[src/rtl/dmem_access_unit.sv]
// ---------------------------------------------------------------------------
// dmem_access_unit
//   Memory-access stage of the PQR5 core. Takes the registered load/store
//   command from the EXU, issues one outstanding data-memory request with
//   byte enables, stalls upstream until the access completes, then aligns
//   and sign/zero-extends load data for write-back.
//
// Optional feature (compile-time macro): DMEM_MISALIGN_CHK_EN
//   defined   : misaligned HWORD/WORD accesses are not issued; the stage goes
//               straight to DONE with o_misalign = 1 and o_load_data = 0.
//   undefined : o_misalign is always 0; every access is issued as-is.
//
// Ports
//   clk, aresetn          clock, asynchronous active-low reset
//   i_mem_cmd             0 = load, 1 = store
//   i_mem_addr            byte address
//   i_mem_size            00 byte, 01 half-word, 1x word
//   i_mem_unsigned        zero-extend loads
//   i_mem_data            store data, already lane-shifted
//   i_bubble              no valid instruction on the inputs
//   o_stall               hold upstream stage
//   i_stall               downstream (write-back) stall
//   o_dmem_req/we/addr/be/wdata   data-memory request channel
//   i_dmem_gnt            request accepted
//   i_dmem_rvalid/rdata   read response
//   o_load_data           aligned, extended load result (0 for stores)
//   o_misalign            misaligned-access flag
//   o_bubble              no valid result
// ---------------------------------------------------------------------------
module dmem_access_unit #(
    parameter int XLEN = 32
) (
    input  logic            clk,
    input  logic            aresetn,
    input  logic            i_mem_cmd,
    input  logic [XLEN-1:0] i_mem_addr,
    input  logic [1:0]      i_mem_size,
    input  logic            i_mem_unsigned,
    input  logic [XLEN-1:0] i_mem_data,
    input  logic            i_bubble,
    output logic            o_stall,
    input  logic            i_stall,
    output logic            o_dmem_req,
    output logic            o_dmem_we,
    output logic [XLEN-1:0] o_dmem_addr,
    output logic [3:0]      o_dmem_be,
    output logic [XLEN-1:0] o_dmem_wdata,
    input  logic            i_dmem_gnt,
    input  logic            i_dmem_rvalid,
    input  logic [XLEN-1:0] i_dmem_rdata,
    output logic [XLEN-1:0] o_load_data,
    output logic            o_misalign,
    output logic            o_bubble
);

    typedef enum logic [1:0] {
        S_IDLE = 2'd0,
        S_REQ  = 2'd1,
        S_RSP  = 2'd2,
        S_DONE = 2'd3
    } state_t;

    state_t          r_state;
    logic            r_cmd;
    logic [1:0]      r_size;
    logic            r_unsigned;
    logic [1:0]      r_lane;
    logic            r_dmem_req;
    logic            r_dmem_we;
    logic [XLEN-1:0] r_dmem_addr;
    logic [3:0]      r_dmem_be;
    logic [XLEN-1:0] r_dmem_wdata;
    logic [XLEN-1:0] r_load_data;
    logic            r_misalign;
    logic            r_bubble;

    logic [3:0]      w_be;
    logic            w_misalign;
    logic [15:0]     w_lo;
    logic [XLEN-1:0] w_fmt;

    // Byte enables from the incoming size/address; shifts truncate to 4 bits.
    always_comb begin
        w_be = 4'b1111;
        case (i_mem_size)
            2'b00:   w_be = 4'b0001 << i_mem_addr[1:0];
            2'b01:   w_be = 4'b0011 << {i_mem_addr[1], 1'b0};
            default: w_be = 4'b1111;
        endcase
    end

`ifdef DMEM_MISALIGN_CHK_EN
    assign w_misalign = ((i_mem_size == 2'b01) & i_mem_addr[0]) |
                        (i_mem_size[1] & (i_mem_addr[1:0] != 2'b00));
`else
    assign w_misalign = 1'b0;
`endif

    // Only the low half-word of the lane-shifted read data is ever needed.
    assign w_lo = 16'(i_dmem_rdata >> {r_lane, 3'b000});

    always_comb begin
        w_fmt = i_dmem_rdata;
        case (r_size)
            2'b00:   w_fmt = {{(XLEN-8){~r_unsigned & w_lo[7]}}, w_lo[7:0]};
            2'b01:   w_fmt = {{(XLEN-16){~r_unsigned & w_lo[15]}}, w_lo[15:0]};
            default: w_fmt = i_dmem_rdata;
        endcase
    end

    always_ff @(posedge clk or negedge aresetn) begin
        if (!aresetn) begin
            r_state      <= S_IDLE;
            r_cmd        <= 1'b0;
            r_size       <= '0;
            r_unsigned   <= 1'b0;
            r_lane       <= '0;
            r_dmem_req   <= 1'b0;
            r_dmem_we    <= 1'b0;
            r_dmem_addr  <= '0;
            r_dmem_be    <= '0;
            r_dmem_wdata <= '0;
            r_load_data  <= '0;
            r_misalign   <= 1'b0;
            r_bubble     <= 1'b1;
        end else begin
            case (r_state)
                S_IDLE: begin
                    if (!i_bubble && !i_stall) begin
                        r_cmd        <= i_mem_cmd;
                        r_size       <= i_mem_size;
                        r_unsigned   <= i_mem_unsigned;
                        r_lane       <= i_mem_addr[1:0];
                        r_dmem_we    <= i_mem_cmd;
                        r_dmem_addr  <= {i_mem_addr[XLEN-1:2], 2'b00};
                        r_dmem_be    <= w_be;
                        r_dmem_wdata <= i_mem_data;
                        if (w_misalign) begin
                            // Rejected access: skip the memory entirely.
                            r_misalign  <= 1'b1;
                            r_load_data <= '0;
                            r_bubble    <= 1'b0;
                            r_state     <= S_DONE;
                        end else begin
                            r_dmem_req <= 1'b1;
                            r_state    <= S_REQ;
                        end
                    end
                end
                S_REQ: begin
                    if (i_dmem_gnt) begin
                        r_dmem_req <= 1'b0;
                        if (r_cmd) begin
                            r_load_data <= '0;
                            r_bubble    <= 1'b0;
                            r_state     <= S_DONE;
                        end else begin
                            r_state <= S_RSP;
                        end
                    end
                end
                S_RSP: begin
                    if (i_dmem_rvalid) begin
                        r_load_data <= w_fmt;
                        r_bubble    <= 1'b0;
                        r_state     <= S_DONE;
                    end
                end
                S_DONE: begin
                    if (!i_stall) begin
                        r_load_data <= '0;
                        r_misalign  <= 1'b0;
                        r_bubble    <= 1'b1;
                        r_state     <= S_IDLE;
                    end
                end
                default: r_state <= S_IDLE;
            endcase
        end
    end

    assign o_stall      = (r_state != S_IDLE) | i_stall;
    assign o_dmem_req   = r_dmem_req;
    assign o_dmem_we    = r_dmem_we;
    assign o_dmem_addr  = r_dmem_addr;
    assign o_dmem_be    = r_dmem_be;
    assign o_dmem_wdata = r_dmem_wdata;
    assign o_load_data  = r_load_data;
    assign o_misalign   = r_misalign;
    assign o_bubble     = r_bubble;

endmodule

[config.mk]
export PLATFORM = sky130hd
export DESIGN_NAME = dmem_access_unit
export DESIGN_NICKNAME = d
export VERILOG_FILES = /design/src/rtl/dmem_access_unit.sv
export SDC_FILE = /design/constraint.sdc
export NUM_CORES = 1
export LEC_CHECK = 0
export CELL_PAD_IN_SITES_DETAIL_PLACEMENT = 1
export CELL_PAD_IN_SITES_GLOBAL_PLACEMENT = 1
export CORE_UTILIZATION = 29
export CTS_CLUSTER_SIZE = 28
export DETAILED_ROUTE_END_ITERATION = 8
export PLACE_DENSITY_LB_ADDON = 0.1
export SLEW_MARGIN = 10
export SYNTH_ARGS = -nofsm -noshare
export SYNTH_HDL_FRONTEND = slang
export SYNTH_SLANG_ARGS = --single-unit
[constraint.sdc]
create_clock -name clk -period 2 [get_ports clk]
set_clock_uncertainty 0.1 [all_clocks]
set_input_delay 0.4 -clock clk [delete_from_list [all_inputs] [get_ports clk]]
set_output_delay 0.4 -clock clk [all_outputs]
set_load 0.02 [all_outputs]
==> reports/metrics.csv, run 1 <==
stage,metric,value,unit
status,status,"finished, final reports clean",
setup_path,number of cells on the critical path,7,
logic_synthesis,Post-Syn Area,0.004831,mm²
setup_path,CP peak stage delay,0.45,ns
setup_path,Setup CP Type,reg2reg,
logic_synthesis,Avg Inst Size Synth,12.42,µm²
setup_path,WP buf/inv,1,
clock_tree,clock-pin transition on the worst setup and hold timing paths,0.07,ns
clock_tree,root buf cell,clkbuf_16,
min_path,HP Class,reg2reg,
timing,Setup-failing EPs final,0,
logic_synthesis,"FF+latch count, synth",108,
routing,Residual DRC,0,
clock_tree,H-tree Lvls,3,
routing,Via density,4.807,
cells_and_area,layout cells sized above 1,0.2591,
setup_path,Worst setup SP type,flop,
run,Max-cap violations,0,
setup_path,R2R depth,7,
global_routing,M1 GR Usage,0.2155,
timing,Slew Limit Fails,0,
logic_synthesis,Synth Area in Simple Gates,0.06397,
logic_synthesis,Synth Area in Adders,0.01295,
setup_path,"Slowest-stage cell, CP",dfrtp_2,
floorplan,Chip Width,131.1,µm
timing,Final WS setup,0.01461,ns
global_routing,first-pass GRT wire length,23.89,mm
place,I/O Buffers,207,
timing,RSZ-0062 raised after global routing,true,
place,Setup Slack @ Placement,-0.3164,ns
logic_synthesis,sequential share of the synthesized area,0.5597,
floorplan,Die ar.,0.01718,mm²
routing,WL final,16.30,mm
setup_path,"delay-heaviest family, CP",compound AO/OA/AOI/OAI gates,
timing,Final Hold Fails,0,
pwr,Max VDD drop,0.7881,mV
global_routing,met3 usage,0.07589,
setup_path,Critical Path Sink,o_load_data[12],
clock_tree,cts bufs inserted,9,
floorplan,Starting Density,0.3008,
floorplan,num rows,46,
routing,initial detailed-routing violation count,192,
setup_path,R2R Setup Slk,0.01,ns
cells_and_area,Final Util,0.4983,
logic_synthesis,"Top FF cell, synth",dfrtp_1,
logic_synthesis,main combinational cell family by area after synthesis,multiplexers,
logic_synthesis,yosys warns,0,
logic_synthesis,number of synthesized flops with an enable pin,0,
logic_synthesis,Compound-Gate Fraction of Synth Area,0.1355,
setup_path,WP data arrival,2.12,ns
global_routing,gr ovfl total,0,
place,DP HPWL,11.65,mm
global_routing,vias in the first global route,4484,
timing,post-route clock period utilization,0.9927,
routing,Final ANT Viol Nets,0,
setup_path,CP Cell Sequence,ha_2 > nand2_2 > o221ai_4 > a211o_4 > buf_8 > and2_1 > a221o_1,
global_routing,largest net degree at the start of global routing,60,
logic_synthesis,mux cell area share after synthesis,0.1886,
floorplan,IO Pins,211,
clock_tree,# clock sinks,108,
setup_path,worst r2r src,r_state[0],
logic_synthesis,XOR/XNOR share of the synthesized area,0,
clock_tree,clock tree buffer depth,2,
setup_path,Worst Path Max Fanout,5,
setup_path,reg-to-reg endpoint,o_load_data[12],
global_routing,initial antenna violation count,0,
logic_synthesis,Synth cell types,43,
routing,DR vias,4081,
global_routing,gr usage total,0.1852,
cells_and_area,nets@finish,739,
setup_path,Worst setup EP type,flop,
logic_synthesis,Syn Inst Count,389,
global_routing,busiest grt layer,met2,
cells_and_area,Area Overhead vs Synth,65.63,%
routing,DR WL/cell,19.20,µm
timing,WHS,0.4034,ns
global_routing,met2 GRT Util,0.3078,
clock_tree,CTS tree,yes,
floorplan,Core ar.,0.01606,mm²
cells_and_area,n_diodes,0,
pwr,P_leak,3.343,nW
clock_tree,"Clk Latency, worst-skew pair",0.35,ns
setup_path,CP required,2.13,ns
timing,"Min Clock Period, post-route",1.985,ns
place,RePlAce Congestion,0.7978,
timing,Fin Setup TNS,0,ns
floorplan,Die Y,131.1,µm
logic_synthesis,async set or reset register ratio after synthesis,1.000,
setup_path,Crit. Startpoint,r_state[0],
pwr,Power Dens Cells,1607,mW/mm²
routing,drt pass-1 iters,4,
timing,f_max,503.7,MHz
-- cell type report --
| cell class | count | area, µm² |
|---|---|---|
| Timing Repair Buffer | 254 | 2634 |
| Sequential cell | 108 | 2706 |
| Clock buffer | 10 | 229.0 |
| Fill cell | 1658 | 8056 |
| Multi-Input combinational cell | 247 | 2054 |
| Inverter | 8 | 35.03 |
| Tap cell | 216 | 270.3 |
| Clock inverter | 6 | 72.57 |
-- kinds of logic after synthesis --
family,after synthesis
muxes,81
AOI/OAI and AO/OA,94
adders and majority gates,5
buffers and inverters,36
DFF,108
other,1
and+or+nand+nor,64
-- where the power goes --
| part | switching (mW) | total, mW | internal [mW] |
|---|---|---|---|
| sequential | 0.595 | 3.73 | 3.14 |
| clock | 0.858 | 1.84 | 0.985 |
| combinational | 3.52 | 7.29 | 3.77 |
| total | 4.97 | 12.9 | 7.89 |
-- metal layers --
layer  share of wire  vias up
met5               0        -
met4           0.014        0
met3           0.099       15
met2            0.48      156
met1            0.40     2037
li1                -     1873
-- layout by cell type, fill, tap and decap left out, types with 5 or more instances in the layout --
cell	instances
o211ai_1	7
a221o_1	5
a21oi_2	5
buf_6	7
o22ai_1	6
o21ai_0	5
o31ai_1	9
buf_4	27
nand2_1	35
buf_12	7
clkbuf_16	13
mux2i_1	10
mux2_2	70
clkdlybuf4s50_1	204
nor2_1	11
a22o_1	8
dfrtp_1	105
a21oi_1	31
-- worst min-delay path by stage --
stage / from / to / slack, ns / cells after the start
after detailed placement: aresetn / o_bubble / 0.29 / 1
after floorplan: aresetn / o_dmem_addr[10] / 0.004 / 0
after global placement: aresetn / o_bubble / 0.28 / 1
after global routing: o_dmem_wdata[8] / o_dmem_wdata[8] / 0.42 / 1
final: o_load_data[7] / o_load_data[7] / 0.40 / 2
after CTS: o_load_data[7] / o_load_data[7] / 0.41 / 2
-- metrics by stage --
stage | std cells | area (µm²) | power (mW)
2_1_floorplan | 391 | 4870 | 7.275
3_3_place_gp | 824 | 7430 | 10.40
3_5_place_dp | 824 | 7430 | 10.59
4_1_cts | 841 | 7775 | 12.60
5_1_grt | 849 | 8001 | 13.62
6_report | 849 | 8001 | 12.86
-- synthesized netlist by cell type (all sizes together), types with 2 or more instances --
| cell | n | area [µm²] |
|---|---|---|
| dfrtp | 107 | 2678 |
| mux2 | 70 | 788.3 |
| a21oi | 36 | 180.2 |
| nand2 | 36 | 135.1 |
| buf | 23 | 136.4 |
| nor2 | 13 | 56.30 |
| mux2i | 10 | 100.1 |
| o31ai | 9 | 67.56 |
| a22o | 8 | 70.07 |
| inv | 7 | 26.27 |
| o211ai | 7 | 52.55 |
| and2 | 6 | 37.54 |
| o22ai | 6 | 37.54 |
| a221o | 5 | 50.05 |
| clkbuf | 5 | 18.77 |
| ha | 5 | 62.56 |
| o21ai | 5 | 25.02 |
| a31oi | 4 | 25.02 |
| nand2b | 4 | 25.02 |
| o21bai | 3 | 22.52 |
| a2111oi | 2 | 36.29 |
| a21o | 2 | 15.01 |
| a32o | 2 | 20.02 |
| nor4 | 2 | 33.78 |
| o221ai | 2 | 23.77 |
-- state kept, by name (all words and copies together) (netlist names) --
name	flops
r_state	2
o_dmem_we	1
o_dmem_addr	30
r_size	2
o_load_data	32
o_dmem_req	1
o_bubble	1
o_dmem_wdata	32
r_unsigned	1
r_lane	2
o_dmem_be	4
-- worst register-to-register path: cells and delay by family, from the launching register on --
kind	cells	cell delay (ns)
DFF	1	0.45
and+or+nand+nor	2	0.22
AOI/OAI and AO/OA	3	0.73
adders and majority gates	1	0.22
buffers and inverters	1	0.15
-- repair_timing --
action	4_1_cts	5_1_grt
cloned	0	5
hold buffers	1	0
setup buffers	0	5
pin swaps	2	11
hold endpoints to repair	79	0
resized for setup	13	22
setup endpoints to repair	66	67
Power figures use the tool's default switching activity.
==> run 2, diff against run 1 <==
==> config.mk (replaced) <==
export PLATFORM = sky130hd
export DESIGN_NAME = dmem_access_unit
export DESIGN_NICKNAME = d
export VERILOG_FILES = /design/src/rtl/dmem_access_unit.sv
export SDC_FILE = /design/constraint.sdc
export NUM_CORES = 1
export LEC_CHECK = 0
export CORE_UTILIZATION = 38
export CTS_CLUSTER_SIZE = 28
export DETAILED_ROUTE_END_ITERATION = 8
export PLACE_DENSITY = 0.76
export SLEW_MARGIN = 10
export SYNTH_ARGS = -nofsm -noshare
export SYNTH_HDL_FRONTEND = slang
export SYNTH_SLANG_ARGS = --single-unit
==> run 2 against run 1 <==
Compared with the run above: sequential share of layout area is 1.1 points higher; non-clock buffer count is 8 lower; count of clock-buffer cells in the layout is 1 lower; die area is 23% lower; combinational power is 6.0% lower; via count is 0.74% lower; sequential cell count stayed put; worst hold slack worse by 0.11 ns; maximum frequency is 1.9% lower; cell area is 3.1% lower; core utilization is 14 points higher; the flow now finishes with violations (negative setup slack); global-route usage is 3.2 points higher.
==> reports/metrics.csv, run 2 (same netlist as run 1, synthesis figures left out) <==
stage,metric,value,unit
status,status,finished with violations,
status,failing checks,negative setup slack,
setup_path,R2R depth,7,
timing,Final Hold Fails,0,
timing,Final WS setup,-0.02469,ns
routing,DR WL/cell,17.85,µm
clock_tree,# clock sinks,108,
place,RePlAce Congestion,0.9088,
timing,Fin Setup TNS,-0.02469,ns
cells_and_area,nets@finish,731,
setup_path,worst r2r src,r_state[1],
cells_and_area,"leading cell type in the layout, fill and taps excluded",clkdlybuf4s50_1,
global_routing,largest net degree at the start of global routing,48,
clock_tree,clock tree buffer depth,2,
floorplan,IO Pins,211,
routing,WL final,14.16,mm
timing,Slew Limit Fails,0,
cells_and_area,n_diodes,0,
setup_path,CP Cell Sequence,inv_2 > ha_2 > buf_4 > a211o_4 > buf_12 > and2_1 > a221o_1,
setup_path,Worst setup SP type,flop,
timing,Setup-failing EPs final,1,
place,Setup Slack @ Placement,-0.3397,ns
clock_tree,clock-pin transition on the worst setup and hold timing paths,0.07,ns
routing,Via density,5.108,
pwr,P_leak,3.251,nW
clock_tree,H-tree Lvls,3,
pwr,post-layout total power,12.42,mW
run,Max-cap violations,0,
floorplan,Die ar.,0.01317,mm²
cells_and_area,"Design Area, Final",0.007754,mm²
cells_and_area,layout cells sized above 1,0.2400,
clock_tree,cts bufs inserted,9,
global_routing,gr ovfl total,0,
pwr,Max VDD drop,0.8221,mV
cells_and_area,Layout Cells excl Fill,793,
clock_tree,root buf cell,clkbuf_16,
floorplan,Chip Width,114.8,µm
floorplan,Starting Density,0.3956,
cells_and_area,most frequent cells in the layout,"clkdlybuf4s50_1, dfrtp_1, mux2_2, nand2_1, a21oi_1",
cells_and_area,Area Overhead vs Synth,60.50,%
routing,Final ANT Viol Nets,0,
clock_tree,CTS tree,yes,
floorplan,Core ar.,0.01221,mm²
routing,initial detailed-routing violation count,254,
setup_path,"Slowest-stage cell, CP",dfrtp_2,
global_routing,initial antenna violation count,0,
global_routing,first-pass GRT wire length,21.43,mm
timing,RSZ-0062 raised after global routing,true,
timing,"Min Clock Period, post-route",2.025,ns
routing,Residual DRC,0,
setup_path,Worst setup EP type,flop,
timing,post-route clock period utilization,1.012,
setup_path,Setup CP Type,reg2reg,
floorplan,Die Y,114.8,µm
place,I/O Buffers,207,
place,DP HPWL,10.75,mm
min_path,HP Class,in2async,
setup_path,CP peak stage delay,0.44,ns
place,Placed Area,0.007342,mm²
global_routing,gr usage total,0.2175,
setup_path,CP required,2.13,ns
place,Cell Count Post-Placement,774,
global_routing,vias in the first global route,4217,
floorplan,num rows,40,
pwr,Power Dens Cells,1602,mW/mm²
routing,drt pass-1 iters,4,
setup_path,Crit. Startpoint,r_state[1],
clock_tree,"Clk Latency, worst-skew pair",0.35,ns
setup_path,Worst Path Max Fanout,12,
setup_path,WP data arrival,2.15,ns
routing,DR vias,4051,
timing,f_max,493.9,MHz
run 2: changes by cell type in the layout (fill, tap and decap cells not counted), sizes merged:
cell,delta
buf,-5
clkbuf,-4
clkinvlp,+1
dlygate4sd2,+1
dlymetal6s2s,-1
run 2: layer usage:
layer,track usage,vias up,routed length (µm)
met2,0.3721,212,6911
met3,0.08751,22,1605
met1,0.2409,1956,5323
li1,-,1861,-
met4,0.09177,0,318
met5,0,-,0
run 2: layout make-up:
type	count	area, µm²
multi-input cells	247	2033
clock buffers	9	225.2
inverters	8	32.53
flip-flops and latches	108	2706
repair buffers	246	2470
clock inverters	7	76.32
fillers	991	4458
well taps	168	210.2
run 2: where the power goes:
| group | total [mW] | internal (mW) | switching (mW) |
|---|---|---|---|
| Clock | 1.80 | 0.978 | 0.819 |
| Combinational | 6.85 | 3.57 | 3.28 |
| Sequential | 3.77 | 3.14 | 0.638 |
| Total | 12.4 | 7.68 | 4.74 |
run 2: final timing paths:
path                       slack, ns               to
setup / recovery               -0.02  o_load_data[11]
hold / removal                  0.29   o_load_data[3]
setup reg to reg               -0.02  o_load_data[11]
hold reg to reg                 0.40   o_load_data[6]
max in group asynchronous       0.88  o_load_data[15]
min in group clk                0.40   o_load_data[6]
run 2: what timing repair did:
action,4_1_cts,5_1_grt
hold buffers,1,0
setup endpoints to repair,26,29
gates cloned,0,1
endpoints found under the hold margin,49,0
pin swaps,2,2
buffers inserted,1,1
resized for setup,10,12
run 2: metrics by stage:
stage | utilization | hold slack [ns]
3_5_place_dp | 0.6012 | 0.1126
3_3_place_gp | 0.6012 | 0.1121
5_1_grt | 0.6349 | 0.2919
6_report | 0.6349 | 0.2902
4_1_cts | 0.6285 | 0.2809
2_1_floorplan | - | 0.004409
run 2: critical path: cells and delay by family, from the launching register on:
family	cells	cell delay, ns
AOI/OAI and AO/OA	2	0.64
DFF	1	0.44
buffers and inverters	3	0.37
adders and majority gates	1	0.18
and+or+nand+nor	1	0.16
==> run 3, diff against run 2 <==
--- a/config.mk
+++ b/config.mk
@@ -5,10 +5,12 @@
 export SDC_FILE = /design/constraint.sdc
 export NUM_CORES = 1
 export LEC_CHECK = 0
-export CORE_UTILIZATION = 38
+export CELL_PAD_IN_SITES_DETAIL_PLACEMENT = 1
+export CELL_PAD_IN_SITES_GLOBAL_PLACEMENT = 1
+export CORE_UTILIZATION = 32
 export CTS_CLUSTER_SIZE = 28
 export DETAILED_ROUTE_END_ITERATION = 8
-export PLACE_DENSITY = 0.76
+export PLACE_DENSITY_LB_ADDON = 0.1
 export SLEW_MARGIN = 10
 export SYNTH_ARGS = -nofsm -noshare
 export SYNTH_HDL_FRONTEND = slang
==> constraint.sdc (replaced) <==
create_clock -name clk -period 2.3 [get_ports clk]
set_clock_uncertainty 0.1 [all_clocks]
set_input_delay 0.46 -clock clk [delete_from_list [all_inputs] [get_ports clk]]
set_output_delay 0.46 -clock clk [all_outputs]
set_load 0.02 [all_outputs]
==> run 3 against run 2 <==
Compared with the run above: the flow finishes with violations (design-rule violations, negative hold slack); count of clock-buffer cells in the layout up 3; largest power group unchanged; first-iteration DRC count down 28%; critical path depth down 3.
==> reports/metrics.csv, run 3 (same netlist as run 1, synthesis figures left out) <==
stage,metric,value,unit
clock_tree,clock tree buffer depth,2,
cells_and_area,"leading cell type in the layout, fill and taps excluded",clkdlybuf4s50_1,
floorplan,Chip Width,124.9,µm
min_path,HP Class,in2async,
status,status,finished with violations,
timing,worst-margin pin slew,0.6119,ns
global_routing,first-pass GRT wire length,24.35,mm
timing,"Min Clock Period, post-route",2.167,ns
timing,Setup-failing EPs final,0,
pwr,P_leak,3.168,nW
routing,Final ANT Viol Nets,0,
cells_and_area,"Design Area, Final",0.007561,mm²
setup_path,"delay-heaviest family, CP",buffers and inverters,
setup_path,CP Cell Sequence,inv_1 > ha_2 > nand2b_1 > dlygate4sd2_1,
timing,Max-slew headroom,0.5912,
routing,Via density,4.926,
routing,DR WL/cell,18.52,µm
setup_path,R2R depth,8,
global_routing,gr ovfl total,0,
routing,drt pass-1 iters,6,
place,DP HPWL,11.09,mm
clock_tree,cts hold-fix bufs,0,
global_routing,largest net degree at the start of global routing,41,
place,I/O Buffers,207,
setup_path,reg-to-reg endpoint,o_load_data[10],
clock_tree,clock-pin transition on the worst setup and hold timing paths,0.07,ns
floorplan,Die Y,124.9,µm
cells_and_area,nets@finish,721,
cells_and_area,n_diodes,0,
run,Max-cap violations,0,
clock_tree,root buf cell,clkbuf_16,
status,failing checks,"design-rule violations, negative hold slack",
pwr,Max VDD drop,0.5761,mV
setup_path,WP buf/inv,2,
timing,post-route clock period utilization,0.9423,
clock_tree,# clock sinks,108,
floorplan,num rows,44,
clock_tree,CTS tree,yes,
place,Placed Area,0.007258,mm²
setup_path,CP required,1.74,ns
routing,initial detailed-routing violation count,184,
setup_path,"Slowest-stage cell, CP",dfrtp_1,
timing,Slew Limit Fails,0,
routing,Residual DRC,26,
timing,Final WS setup,0.1328,ns
clock_tree,"Clk Latency, worst-skew pair",0.35,ns
timing,WHS,-0.01118,ns
setup_path,Worst setup SP type,flop,
setup_path,Worst setup EP type,primary output,
global_routing,initial antenna violation count,1,
floorplan,Core ar.,0.01464,mm²
timing,f_max,461.4,MHz
setup_path,WP data arrival,1.61,ns
floorplan,IO Pins,211,
pwr,Power Dens Cells,1372,mW/mm²
timing,Final Hold Fails,1,
routing,DR vias,3931,
floorplan,Starting Density,0.3299,
cells_and_area,Area Overhead vs Synth,56.51,%
cells_and_area,Filler cells,1506,
place,Setup Slack @ Placement,-0.05043,ns
setup_path,CP peak stage delay,0.41,ns
cells_and_area,most frequent cells in the layout,"clkdlybuf4s50_1, dfrtp_1, mux2_2, nand2_1, a21oi_1",
pwr,post-layout total power,10.38,mW
floorplan,Die ar.,0.01559,mm²
global_routing,gr usage total,0.1999,
clock_tree,H-tree Lvls,3,
cells_and_area,layout cells sized above 1,0.2020,
setup_path,worst r2r src,r_state[1],
place,RePlAce Congestion,0.8043,
setup_path,Worst Path Max Fanout,5,
timing,RSZ-0062 raised after global routing,false,
routing,WL final,14.78,mm
setup_path,R2R Setup Slk,0.16,ns
clock_tree,cts bufs inserted,9,
global_routing,vias in the first global route,4509,
setup_path,Setup CP Type,reg2out,
[run 3: cell count changes in the layout (fill, tap and decap cells not counted), sizes merged]
cell           delta
inv               -1
buf               -9
clkdlybuf4s50     +1
clkbuf            +2
clkinvlp          -1
clkinv            -2
dlygate4sd3       -1
[run 3: final cells by class]
type	count	area [µm²]	share of cell area
clock inverters	3	46.29	0.006123
inverters	8	31.28	0.004137
clock buffers	12	236.5	0.03128
multi-input cells	247	1969	0.2605
well taps	184	230.2	0.03045
flip-flops and latches	108	2704	0.3576
repair buffers	236	2344	0.3099
[run 3: worst max path at each step]
| stage | start | endpoint | slack (ns) | cells past startpoint |
|---|---|---|---|---|
| floorplan | r_state[0] | o_dmem_addr[13] | 0.12 | 7 |
| global placement | i_dmem_rdata[31] | o_load_data[14] | -0.02 | 7 |
| detailed placement | i_stall | o_load_data[17] | -0.05 | 8 |
| CTS | r_state[0] | o_stall | 0.05 | 4 |
| global route | r_state[0] | o_load_data[16] | 0.02 | 9 |
| finish | r_state[0] | o_stall | 0.13 | 4 |
[run 3: routing by layer]
metal / share of wire / vias to the layer above / GRT usage
li1: - / 1830 / -
met1: 0.41 / 1962 / 0.2374
met2: 0.50 / 123 / 0.3427
met3: 0.075 / 16 / 0.06014
met4: 0.017 / 0 / 0.06958
met5: 0 / - / 0
[run 3: what timing repair did]
item                                    CTS  global route
resized for setup                         1             4
buffers inserted                          0             0
endpoints found under the setup margin    1            12
pin swaps                                 0             1
[run 3: per-stage QoR]
| stage | setup TNS, ns | cells | util |
|---|---|---|---|
| 6_report | 0 | 798 | 0.5163 |
| 5_1_grt | 0 | 798 | 0.5163 |
| 4_1_cts | 0 | 798 | 0.5149 |
| 3_5_place_dp | -0.3387 | 783 | 0.4956 |
| 3_3_place_gp | -0.02866 | 783 | 0.4956 |
| 2_1_floorplan | 0 | 391 | - |
[run 3: report_power, final]
part	internal, mW	leakage (nW)	switching, mW
logic	2.80	1.69	2.78
clock network	0.845	0.133	0.699
registers	2.72	1.34	0.528
